**config.mk**
```make
export PLATFORM = sky130hd
export DESIGN_NAME = instr_fetch_queue
export DESIGN_NICKNAME = d
export VERILOG_FILES = /design/src/rtl/fetch_pkg.sv /design/src/rtl/sync_fifo.sv /design/src/rtl/instr_fetch_queue.sv
export SDC_FILE = /design/constraint.sdc
export NUM_CORES = 1
export LEC_CHECK = 0
export ABC_AREA = 1
export BUFFER_PORTS_ARGS = -buffer_cell sky130_fd_sc_hd__buf_2
export CORE_MARGIN = 3
export CORE_UTILIZATION = 58
export DETAILED_ROUTE_END_ITERATION = 7
export PLACE_DENSITY_LB_ADDON = 0.15
export SLEW_MARGIN = 20
export SYNTH_ARGS = -nofsm -noshare
export SYNTH_HDL_FRONTEND = slang
export SYNTH_HIERARCHICAL = 1
export SYNTH_SLANG_ARGS = --single-unit
export TNS_END_PERCENT = 100
```
**constraint.sdc**
```tcl
create_clock -name clk -period 2.6 [get_ports clk]
set_input_delay 0.13 -clock clk [delete_from_list [all_inputs] [get_ports clk]]
set_output_delay 0.13 -clock clk [all_outputs]
set_load 0.03 [all_outputs]
```
**src/rtl/fetch_pkg.sv**
```systemverilog
// Shared types for the fetch stage: queue entry layout and address helpers.
package fetch_pkg;

    localparam int XLEN    = 32;
    localparam int INSTR_W = 32;
    localparam logic [INSTR_W-1:0] NOP = 32'h0000_0013;

    typedef struct packed {
        logic [INSTR_W-1:0] instr;
        logic [XLEN-1:0]    pc;
        logic               misaligned;
    } fetch_entry_t;

    function automatic logic is_misaligned(input logic [XLEN-1:0] addr);
        return addr[1:0] != 2'b00;
    endfunction

endpackage

```
**src/rtl/sync_fifo.sv**
```systemverilog
// Show-ahead synchronous FIFO with a single-cycle clear; the head is read straight from storage.
module sync_fifo #(
    parameter type T     = logic [7:0],
    parameter int  DEPTH = 4,
    localparam int AW    = $clog2(DEPTH),
    localparam int CW    = AW + 1
) (
    input  logic          clk,
    input  logic          rst_n,
    input  logic          flush,
    input  logic          push,
    input  T              din,
    input  logic          pop,
    output T              dout,
    output logic [CW-1:0] count,
    output logic          empty
);

    T              mem_q [DEPTH];
    T              mem_d [DEPTH];
    logic [AW-1:0] wr_ptr_q, wr_ptr_d;
    logic [AW-1:0] rd_ptr_q, rd_ptr_d;
    logic [CW-1:0] count_q, count_d;
    logic          full;
    logic          do_pop;

    always_comb begin
        mem_d    = mem_q;
        wr_ptr_d = wr_ptr_q;
        rd_ptr_d = rd_ptr_q;
        count_d  = count_q;
        do_pop   = pop && (count_q != '0);
        // A clear wins over everything, including a pop seen by the consumer.
        if (flush) begin
            wr_ptr_d = '0;
            rd_ptr_d = '0;
            count_d  = '0;
        end else begin
            if (push) begin
                mem_d[wr_ptr_q] = din;
                wr_ptr_d        = wr_ptr_q + AW'(1);
            end
            if (do_pop) begin
                rd_ptr_d = rd_ptr_q + AW'(1);
            end
            case ({push, do_pop})
                2'b10:   count_d = count_q + CW'(1);
                2'b01:   count_d = count_q - CW'(1);
                default: count_d = count_q;
            endcase
        end
    end

    always_ff @(posedge clk or negedge rst_n) begin
        if (!rst_n) begin
            mem_q    <= '{default: '0};
            wr_ptr_q <= '0;
            rd_ptr_q <= '0;
            count_q  <= '0;
        end else begin
            mem_q    <= mem_d;
            wr_ptr_q <= wr_ptr_d;
            rd_ptr_q <= rd_ptr_d;
            count_q  <= count_d;
        end
    end

    assign full  = (count_q == CW'(DEPTH));
    assign empty = (count_q == '0);
    assign count = count_q;
    assign dout  = mem_q[rd_ptr_q];

    a_no_overflow: assert property (@(posedge clk) disable iff (!rst_n) !(push && full && !pop));

endmodule

```
**src/rtl/instr_fetch_queue.sv**
```systemverilog
// Fetch stage: one imem read per cycle under credit control, returned words queued with their PC for decode.
module instr_fetch_queue #(
    parameter int XLEN  = fetch_pkg::XLEN,
    parameter int DEPTH = 4
) (
    input  logic            clk,
    input  logic            rst,
    input  logic [XLEN-1:0] pc,
    output logic            pc_en,
    input  logic            flush,
    output logic            imem_en,
    output logic [XLEN-1:0] imem_addr,
    input  logic [31:0]     imem_rdata,
    output logic            if_valid,
    input  logic            if_ready,
    output logic [31:0]     if_instr,
    output logic [XLEN-1:0] if_pc,
    output logic            if_misaligned
);

    import fetch_pkg::*;

    localparam int CW = $clog2(DEPTH) + 1;

    logic            inflight_q, inflight_d;
    logic [XLEN-1:0] pc_q, pc_d;
    logic [CW-1:0]   count;
    logic            empty;
    logic            issue;
    logic            push;
    logic            pop;
    fetch_entry_t    wr_entry;
    fetch_entry_t    head;

    always_comb begin
        // Queued entries plus the read in flight must always fit, so a return never finds the queue full.
        issue      = rst && !flush && ((count + CW'(inflight_q)) < CW'(DEPTH));
        inflight_d = issue;
        pc_d       = issue ? pc : pc_q;
        push       = inflight_q && !flush;
        pop        = if_valid && if_ready;
        wr_entry            = '0;
        wr_entry.instr      = imem_rdata;
        wr_entry.pc         = pc_q;
        wr_entry.misaligned = is_misaligned(pc_q);
    end

    always_ff @(posedge clk or negedge rst) begin
        if (!rst) begin
            inflight_q <= 1'b0;
            pc_q       <= '0;
        end else begin
            inflight_q <= inflight_d;
            pc_q       <= pc_d;
        end
    end

    sync_fifo #(
        .T     (fetch_entry_t),
        .DEPTH (DEPTH)
    ) u_fifo (
        .clk   (clk),
        .rst_n (rst),
        .flush (flush),
        .push  (push),
        .din   (wr_entry),
        .pop   (pop),
        .dout  (head),
        .count (count),
        .empty (empty)
    );

    assign pc_en         = issue;
    assign imem_en       = issue;
    assign imem_addr     = pc;
    assign if_valid      = !empty;
    assign if_instr      = head.instr;
    assign if_pc         = head.pc;
    assign if_misaligned = head.misaligned;

endmodule
```
## Word-level counts from Yosys, hierarchy flattened

Cells that the tools add are included.

- Register bits: 300
- Bits of input ports: 68
- Output and inout bits: 100
- Logic and storage cells: 58

- $add $sub $neg: 5
- Magnitude comparators: 4
- Equality and inequality tests: 2
- Muxes and demuxes: 12
- Bitwise logic cells: 3
- Reductions and logical operators: 15

Operators by type and width:

| kind | count |
|---|---|
| bitwise mux 260 bit | 1 |
| two-way mux 65 bit | 3 |
| binary-select mux 65 bit (select 2 bit) | 1 |
| demux 65 bit (select 2 bit) | 1 |
| two-way mux 2 bit | 4 |
| greater-or-equal comparator 3 bit (second input constant) | 2 |
| logical AND 1 bit | 6 |
| inverter 2 -> 3 bit | 2 |
| case mux 3 bit (2 select lines) | 1 |
| nonzero test 2 bit | 3 |
| nonzero test 3 bit | 2 |
| adder 2 x 1 -> 2 bit (second input constant) | 2 |
| adder 3 x 1 -> 3 bit | 1 |
| adder 3 x 1 -> 3 bit (second input constant) | 1 |
| logical NOT 3 bit | 1 |
| less-than comparator 3 x 1 -> 1 bit (second input constant) | 1 |
| less-than comparator 3 bit (second input constant) | 1 |
| two-way mux 3 bit | 1 |
| subtractor 3 x 1 -> 3 bit (second input constant) | 1 |
| equality test 2 x 1 -> 1 bit (second input constant) | 1 |
| equality test 2 bit (second input constant) | 1 |
| logical NOT 1 bit | 2 |
| AND reduction 2 bit | 1 |
| inverter 1 bit | 1 |

## Longest topological paths before layout

Gate-level depths: netlist of the first run.

- Depth after elaboration: 7
- Mapped depth: 12
- Mapped depth without buffers: 12

## Hierarchy

The synthesis of the first run kept the hierarchy.

By module, submodules not included:

| module | times used | cells each | area an instance (µm²) | seq. area each (µm²) |
|---|---|---|---|---|
| sync_fifo | 1 | 1331 | 11484.8 | 6681.4 |
| instr_fetch_queue | 1 | 188 | 1676.6 | 825.8 |

## Worst setup path after synthesis of the first run

No wires, ideal clock.

- Kind: register -> register
- Start: register u_fifo.count_q[0], in the netlist u_fifo/count[0]
- End: register u_fifo.count_q[2], in the netlist u_fifo/count[2]
- Setup time: 0.117 ns
- Arrival: 1.764 ns
- Data required time: 2.483 ns
- Slack: 0.719 ns
- Stages on the path, launching flop included: 13
- Path buffers: 0
- Period minus slack after synthesis: 1.881 ns
- Path through: dfrtp_1 nor2_1 nand2_1 inv_1 nor2_1 nand3_1 inv_1 fa_1 xor2_1 nand3_1 nand2_1 nand2_1 nand2_1

- Word-level cells in the longest chain between the ends: 7
- Elaborated cells on any way between the ends: 12
- Those cells by class: add/sub (2); eq/ne (2); mux (2); reduce/logical (6)

Ends and longest elaborated chain:

| what | RTL line | text |
|---|---|---|
| start: declaration | sync_fifo.sv:23 | `logic [CW-1:0] count_q, count_d;` |
| start signal: assignment | sync_fifo.sv:64 | `count_q <= count_d;` |
| logical NOT 3 bit * | sync_fifo.sv:69 | `assign empty = (count_q == '0);` |
| net empty | instr_fetch_queue.sv:28 | `logic empty;` |
| logical NOT 1 bit * | instr_fetch_queue.sv:76 | `assign if_valid = !empty;` |
| logical AND 1 bit * | instr_fetch_queue.sv:41 | `pop = if_valid && if_ready;` |
| net pop | instr_fetch_queue.sv:31 | `logic pop;` |
| logical AND 1 bit * | sync_fifo.sv:32 | `do_pop = pop && (count_q != '0);` |
| equality test 2 x 1 -> 1 bit or equality test 2 bit (tied branches) | sync_fifo.sv:46 | `case ({push, do_pop})` |
| case mux 3 bit (2 select lines) | sync_fifo.sv:46 |  |
| two-way mux 3 bit | sync_fifo.sv:34 | `if (flush) begin` |

The timed path passes the listed nets; every way through them passes the cells marked *.
A chain may end at the register's enable or synchronous reset.

## Final worst setup path of the first run

- Start: register u_fifo.rd_ptr_q[0]
- End: output port if_instr[10]

- Word-level cells in the longest chain between the ends: 4

Ends and longest elaborated chain:

| what | RTL line | text |
|---|---|---|
| start: declaration | sync_fifo.sv:22 | `logic [AW-1:0] rd_ptr_q, rd_ptr_d;` |
| start signal: assignment | sync_fifo.sv:63 | `rd_ptr_q <= rd_ptr_d;` |
| inverter 2 -> 3 bit (not written as such) | sync_fifo.sv:71 | `assign dout = mem_q[rd_ptr_q];` |
| binary-select mux 65 bit (select 2 bit) | sync_fifo.sv:71 |  |
| two-way mux 65 bit (not written as such) (2 in a row) | sync_fifo.sv:71 |  |
| end: declaration | instr_fetch_queue.sv:16 | `output logic [31:0] if_instr,` |

No other way between the ends. The select of a mux whose other input is x is not followed.

==> results of run 1 <==
## synthesized netlist by cell type (all sizes together)
master / count
xor2: 2
o22ai: 65
dfrtp: 300
nand3: 8
or2: 1
inv: 83
fa: 1
xnor2: 1
a21oi: 1
ha: 4
buf: 89
nor2: 138
nand4: 36
nand2: 342
clkbuf: 54
o21ai: 394
## where the power goes
| group | switching, uW | leakage (uW) | internal (uW) |
|---|---|---|---|
| Sequential | 598 | 0.00403 | 5580 |
| Combinational | 4140 | 0.00331 | 1770 |
| Clock | 1760 | 0.000500 | 2650 |
| Total | 6500 | 0.00784 | 10000 |
## critical path, cell delays in order, from the launching register on
cell and delay, ns:
dfrtp_4 0.59, inv_6 0.26, buf_4 0.30, o21ai_0 0.11, o22ai_1 0.23, buf_2 0.25
## kinds of logic after synthesis
logic type                 share of synthesized area (%)
and+or+nand+nor                                     16.0
adders and majority gates                          0.532
DFF                                                 57.0
AOI/OAI and AO/OA                                   18.1
buffers and inverters                               8.13
xor gates and xnor gates                           0.200
## final cells by class
type                            count  share of cell area [%]
Timing Repair Buffer              256                    11.4
Clock buffer                       44                    5.67
Tap cell                          280                    2.25
Inverter                           83                    2.03
Multi-Input combinational cell    993                    29.6
Sequential cell                   300                    48.2
Clock inverter                     12                   0.915
## stage by stage
stage	util, %	setup slack [ns]	std cells	instance area [um^2]	power (uW)
final	70.6	0.177	1968	15600	16500
after global routing	70.6	0.0545	1968	15600	17500
after CTS	70.4	0.100	1967	15600	16600
after detailed placement	62.8	0.561	1845	13900	12100
after global placement	62.8	0.614	1845	13900	11900
after floorplan	-	0.719	1519	13200	10200
## registers in the layout, summed over array words and instances (netlist names)
register	flops
u_fifo/mem_q	260
pc_q	32
u_fifo/count	3
u_fifo/rd_ptr_q	2
u_fifo/wr_ptr_q	2
inflight_q	1
## what timing repair did
action                                  in CTS  in global routing
hold buffers                                66                  0
endpoints found under the setup margin       0                  3
gates resized for setup                      0                  1
endpoints found under the hold margin      235                  0
## metal layers
layer / share of wire [%] / GRT usage (%) / vias up
met3: 6.6 / 3.04 / 43
met5: 0 / 0 / -
met4: 1.8 / 6.00 / 0
li1: - / - / 5283
met2: 47 / 42.6 / 379
met1: 45 / 37.4 / 5170
## worst min-delay path by stage
stage	start	endpoint	slack [ns]	depth (start not counted)
finish	rst	u_fifo/mem_q[41]$_DFFE_PN0P_	0.01	2
global route	rst	u_fifo/mem_q[41]$_DFFE_PN0P_	0.01	2
CTS	rst	u_fifo/mem_q[41]$_DFFE_PN0P_	0.001	2
detailed placement	rst	u_fifo/mem_q[40]$_DFFE_PN0P_	-0.02	1
global placement	rst	u_fifo/mem_q[40]$_DFFE_PN0P_	-0.02	1
floorplan	rst	inflight_q$_DFF_PN0_	-0.17	0
==> results.yml, run 1 <==
sta:
  hold_viol: 0
  hold-worst-slack_ns: 0.0140
  slew_violations: 0
  setup_viol: 0
  relSlewSlack_pct: 51.8
  clock.fmax_ghz: 0.413
  worst_pin_slew_ns: 0.722
  finalSetupTns_ns: 0
  post-route-period-util_pct: 93.2
  skew_ns: 0.0121
  rsz0062_at_grt: "no"
  min_period_ns: 2.42
synth:
  synth_top_cells_by_area: "dfrtp_1 57%, o21ai_0 14%, nand2_1 9.7%, nor2_1 3.9%, o22ai_1 3.1%"
  synth_area_um2: 13200
  synth-seq-cells: 300
  yosys.area.top_type_share_pct: 57.0
  syn-instance-count: 1519
  avgSynthCellArea_um2: 8.66
  yosys_warnings: 6
  ys_seq_area_share_pct: 57.0
  yosysTopAreaCell: "dfrtp_1"
  syn_nets: 1592
  synth_cell_types: 25
cells_and_area:
  final_nets: 1737
  nFillCells: 1773
  final_common_cell: "o21ai_0"
  antenna_cells: 0
  final_cell_mix: "381 x o21ai_0, 337 x nand2_1, 298 x dfrtp_1"
  drive_above_1_share_pct: 15.0
  multi_input_area_um2: 4610
  area_growth_pct: 18.5
  final-seq-area_um2: 7510
drt:
  drt_iter0_markers: 810
  wl_per_cell_um: 16.2
  detail_route.first_pass.iterations: 5
  via_count: 10900
  drt_wl_total_um: 31900
  detail-route-antenna-nets: 0
  route.detailed.drc: 0
  avgViaCountPerCell: 5.53
global_route:
  grt_pass1_wl_um: 52400
  grtUsageTotal_pct: 25.9
  grt_max_degree: 196
  grt_pass1_vias: 10500
  grt-ovfl-total: 0
  antenna_found_initial: 0
power_and_ir_drop:
  cellPowerDensity_nw_per_um2: 1060
  ir_worst_vdd_mv: 0.729
  p_leak_uw: 0.00784
run:
  drv_cap: 0
floorplan:
  boundaryPins: 168
  core_area_um2: 22100
  fp.dieH_um: 157
  row_count: 54
  die_area_um2: 24500
  die_w_um: 157
  initial_core_util_pct: 59.6
critical_path:
  reg2reg_from: "inflight_q$_DFF_PN0_"
  worstPathRequired_ns: 2.47
  worst-setup-path-type: "flip-flop to output port"
  worst-r2r-setup-slack_ns: 0.53
  crit_path_end: "if_instr[10]"
  cp-startpoint: "u_fifo/rd_ptr_q[0]$_DFFE_PN0P_"
  rr_worst_depth: 7
  timing.rr.end: "u_fifo/mem_q[205]$_DFFE_PN0P_"
  worstSetupEndpointType: "output port"
  crit_fanout: 33
  cp.arrival_ns: 2.29
  start_kind: "flip-flop"
clocking:
  clock_latency_ns: 0.54
  clk_pin_slew_ns: 0.06
  post_cts_buffers: 0
  numCtsBuffers: 30
  root_buffer: "clkbuf_16"
  clk_path_buf_depth: 3
  cts_tree: "built"
  htree_levels: 1
  clock_sinks: 300
placed_design:
  port-buffer-count: 167
  dp_hpwl_um: 18300
  place_congestion: 0.794
run_status:
  status: "complete, no violations"
hold_path:
  min_path_type: "primary input to asynchronous set/reset pin"
Power figures use the tool's default switching activity.
==> run 2: changes to the inputs <==
--- a/config.mk
+++ b/config.mk
@@ -7,10 +7,10 @@
 export LEC_CHECK = 0
 export ABC_AREA = 1
 export BUFFER_PORTS_ARGS = -buffer_cell sky130_fd_sc_hd__buf_2
-export CORE_MARGIN = 3
+export CORE_MARGIN = 2
 export CORE_UTILIZATION = 58
 export DETAILED_ROUTE_END_ITERATION = 7
-export PLACE_DENSITY_LB_ADDON = 0.15
+export PLACE_DENSITY = 0.88
 export SLEW_MARGIN = 20
 export SYNTH_ARGS = -nofsm -noshare
 export SYNTH_HDL_FRONTEND = slang
==> run 2 against run 1 <==
  * Final area is 0.20% lower
  * Register-to-register slack worse by 0.08 ns
  * Fmax fell by 2.8%
  * Setup slack got worse by 0.070 ns
  * Critical path type unchanged
  * Largest cell class unchanged
  * Largest power group unchanged
==> results.yml, run 2 (synthesis gave the netlist of run 1 again) <==
cells_and_area:
  drive_above_1_share_pct: 14.6
  final_cell_mix: "381 x o21ai_0, 337 x nand2_1, 298 x dfrtp_1"
  regMostFlops: "u_fifo/mem_q"
  final_common_cell: "o21ai_0"
  largest_register_ffs: 260
  antenna_cells: 0
  final_nets: 1734
  nFillCells: 1663
  area_growth_pct: 18.3
  fin_util_pct: 69.4
floorplan:
  die_w_um: 155
  die_area_um2: 23900
  row_count: 55
  initial_core_util_pct: 58.7
  core_area_um2: 22400
  boundaryPins: 168
  fp.dieH_um: 155
clocking:
  clk_pin_slew_ns: 0.06
  root_buffer: "clkbuf_16"
  clock_latency_ns: 0.54
  numCtsBuffers: 30
  cts_tree: "built"
  htree_levels: 1
  clock_sinks: 300
  clk_path_buf_depth: 3
sta:
  post-route-period-util_pct: 95.9
  min_period_ns: 2.49
  clock.fmax_ghz: 0.401
  worst_slack_ns: 0.108
  worst_pin_slew_ns: 0.977
  hold_viol: 0
  skew_ns: 0.00935
  setup_viol: 0
  relSlewSlack_pct: 34.9
  finalSetupTns_ns: 0
  slew_violations: 0
  hold-worst-slack_ns: 0.0318
  rsz0062_at_grt: "no"
critical_path:
  crit_fanout: 116
  worstPathRequired_ns: 2.47
  worstSetupEndpointType: "output port"
  worst-setup-path-type: "flip-flop to output port"
  cp.arrival_ns: 2.36
  start_kind: "flip-flop"
drt:
  via_count: 11300
  detail-route-antenna-nets: 0
  drt_iter0_markers: 1045
  avgViaCountPerCell: 5.76
  detail_route.first_pass.iterations: 5
  drt_wl_total_um: 33300
  route.detailed.drc: 0
  wl_per_cell_um: 16.9
power_and_ir_drop:
  p_leak_uw: 0.00781
  cellPowerDensity_nw_per_um2: 1060
  ir_worst_vdd_mv: 0.728
global_route:
  grt_max_degree: 131
  antenna_found_initial: 0
  grt_pass1_vias: 11000
  grt_pass1_wl_um: 54100
  grt-ovfl-total: 0
  grtUsageTotal_pct: 27.6
placed_design:
  place_congestion: 0.791
  dp_hpwl_um: 18200
  port-buffer-count: 167
  pre_cts_ws_ns: 0.496
run_status:
  status: "complete, no violations"
hold_path:
  min_path_type: "primary input to asynchronous set/reset pin"
run:
  drv_cap: 0
-- run 2: cell count changes in the layout (fill, tap and decap cells not counted), sizes merged --
cell | before | now
buf | 190 | 186
clkbuf | 44 | 46
clkinvlp | 3 | 2
nand3 | 8 | 9
clkinv | 6 | 3
-- run 2: path summary, 6_finish.rpt --
kind / start / to / slack [ns] / cells past startpoint
worst max-delay path: u_fifo/rd_ptr_q[0]$_DFFE_PN0P_ / if_instr[31] / 0.11 / 4
worst min register to register: pc_q[14]$_DFFE_PN0P_ / pc_q[14]$_DFFE_PN0P_ / 0.47 / 2
worst max register to register: u_fifo/count[0]$_DFFE_PN0P_ / u_fifo/count[2]$_DFFE_PN0P_ / 0.45 / 12
min in group clk: if_ready / u_fifo/rd_ptr_q[0]$_DFFE_PN0P_ / 0.09 / 7
worst min-delay path: rst / u_fifo/mem_q[106]$_DFFE_PN0P_ / 0.03 / 2
max in group asynchronous: rst / u_fifo/rd_ptr_q[0]$_DFFE_PN0P_ / 1.23 / 3
-- run 2: worst max-delay path, cell delays in order, from the launching register on --
cell	delay [ns]
dfrtp_4	0.57
buf_12	0.40
o21ai_0	0.22
o22ai_1	0.29
buf_2	0.25
-- run 2: report_power, final --
group          switching, uW  leakage (uW)  internal [uW]
Combinational           4270       0.00329           1770
Clock                   1720      0.000490           2640
Sequential               569       0.00403           5580
Total                   6560       0.00781          10000
-- run 2: layer usage --
layer | up-vias | GRT usage, % | wire (um)
li1 | 5285 | - | -
met1 | 5428 | 37.8 | 13700
met2 | 548 | 46.1 | 16200
met3 | 69 | 4.37 | 2730
met4 | 0 | 8.16 | 742
met5 | - | 0 | 0
-- run 2: what timing repair did --
action	CTS	global route
endpoints found under the setup margin	0	6
setup buffers	0	0
hold buffers	66	0
gates resized for setup	0	1
hold endpoints to repair	296	0
-- run 2: area by class of cell --
type | count | area [um^2] | share of cell area, %
sequential | 300 | 7510 | 48.3
multi-input combinational | 994 | 4620 | 29.7
timing repair buffer | 252 | 1740 | 11.2
clock buffer | 46 | 892 | 5.73
tap | 285 | 357 | 2.29
inverter | 83 | 314 | 2.02
clock inverter | 8 | 120 | 0.772
-- run 2: through the flow --
step	instance area [um^2]	total power [uW]	std cells
after floorplan	13200	10200	1519
after global placement	13900	11900	1847
after detailed placement	13900	12000	1847
after CTS	15500	16500	1967
after global routing	15600	17400	1968
final	15600	16600	1968
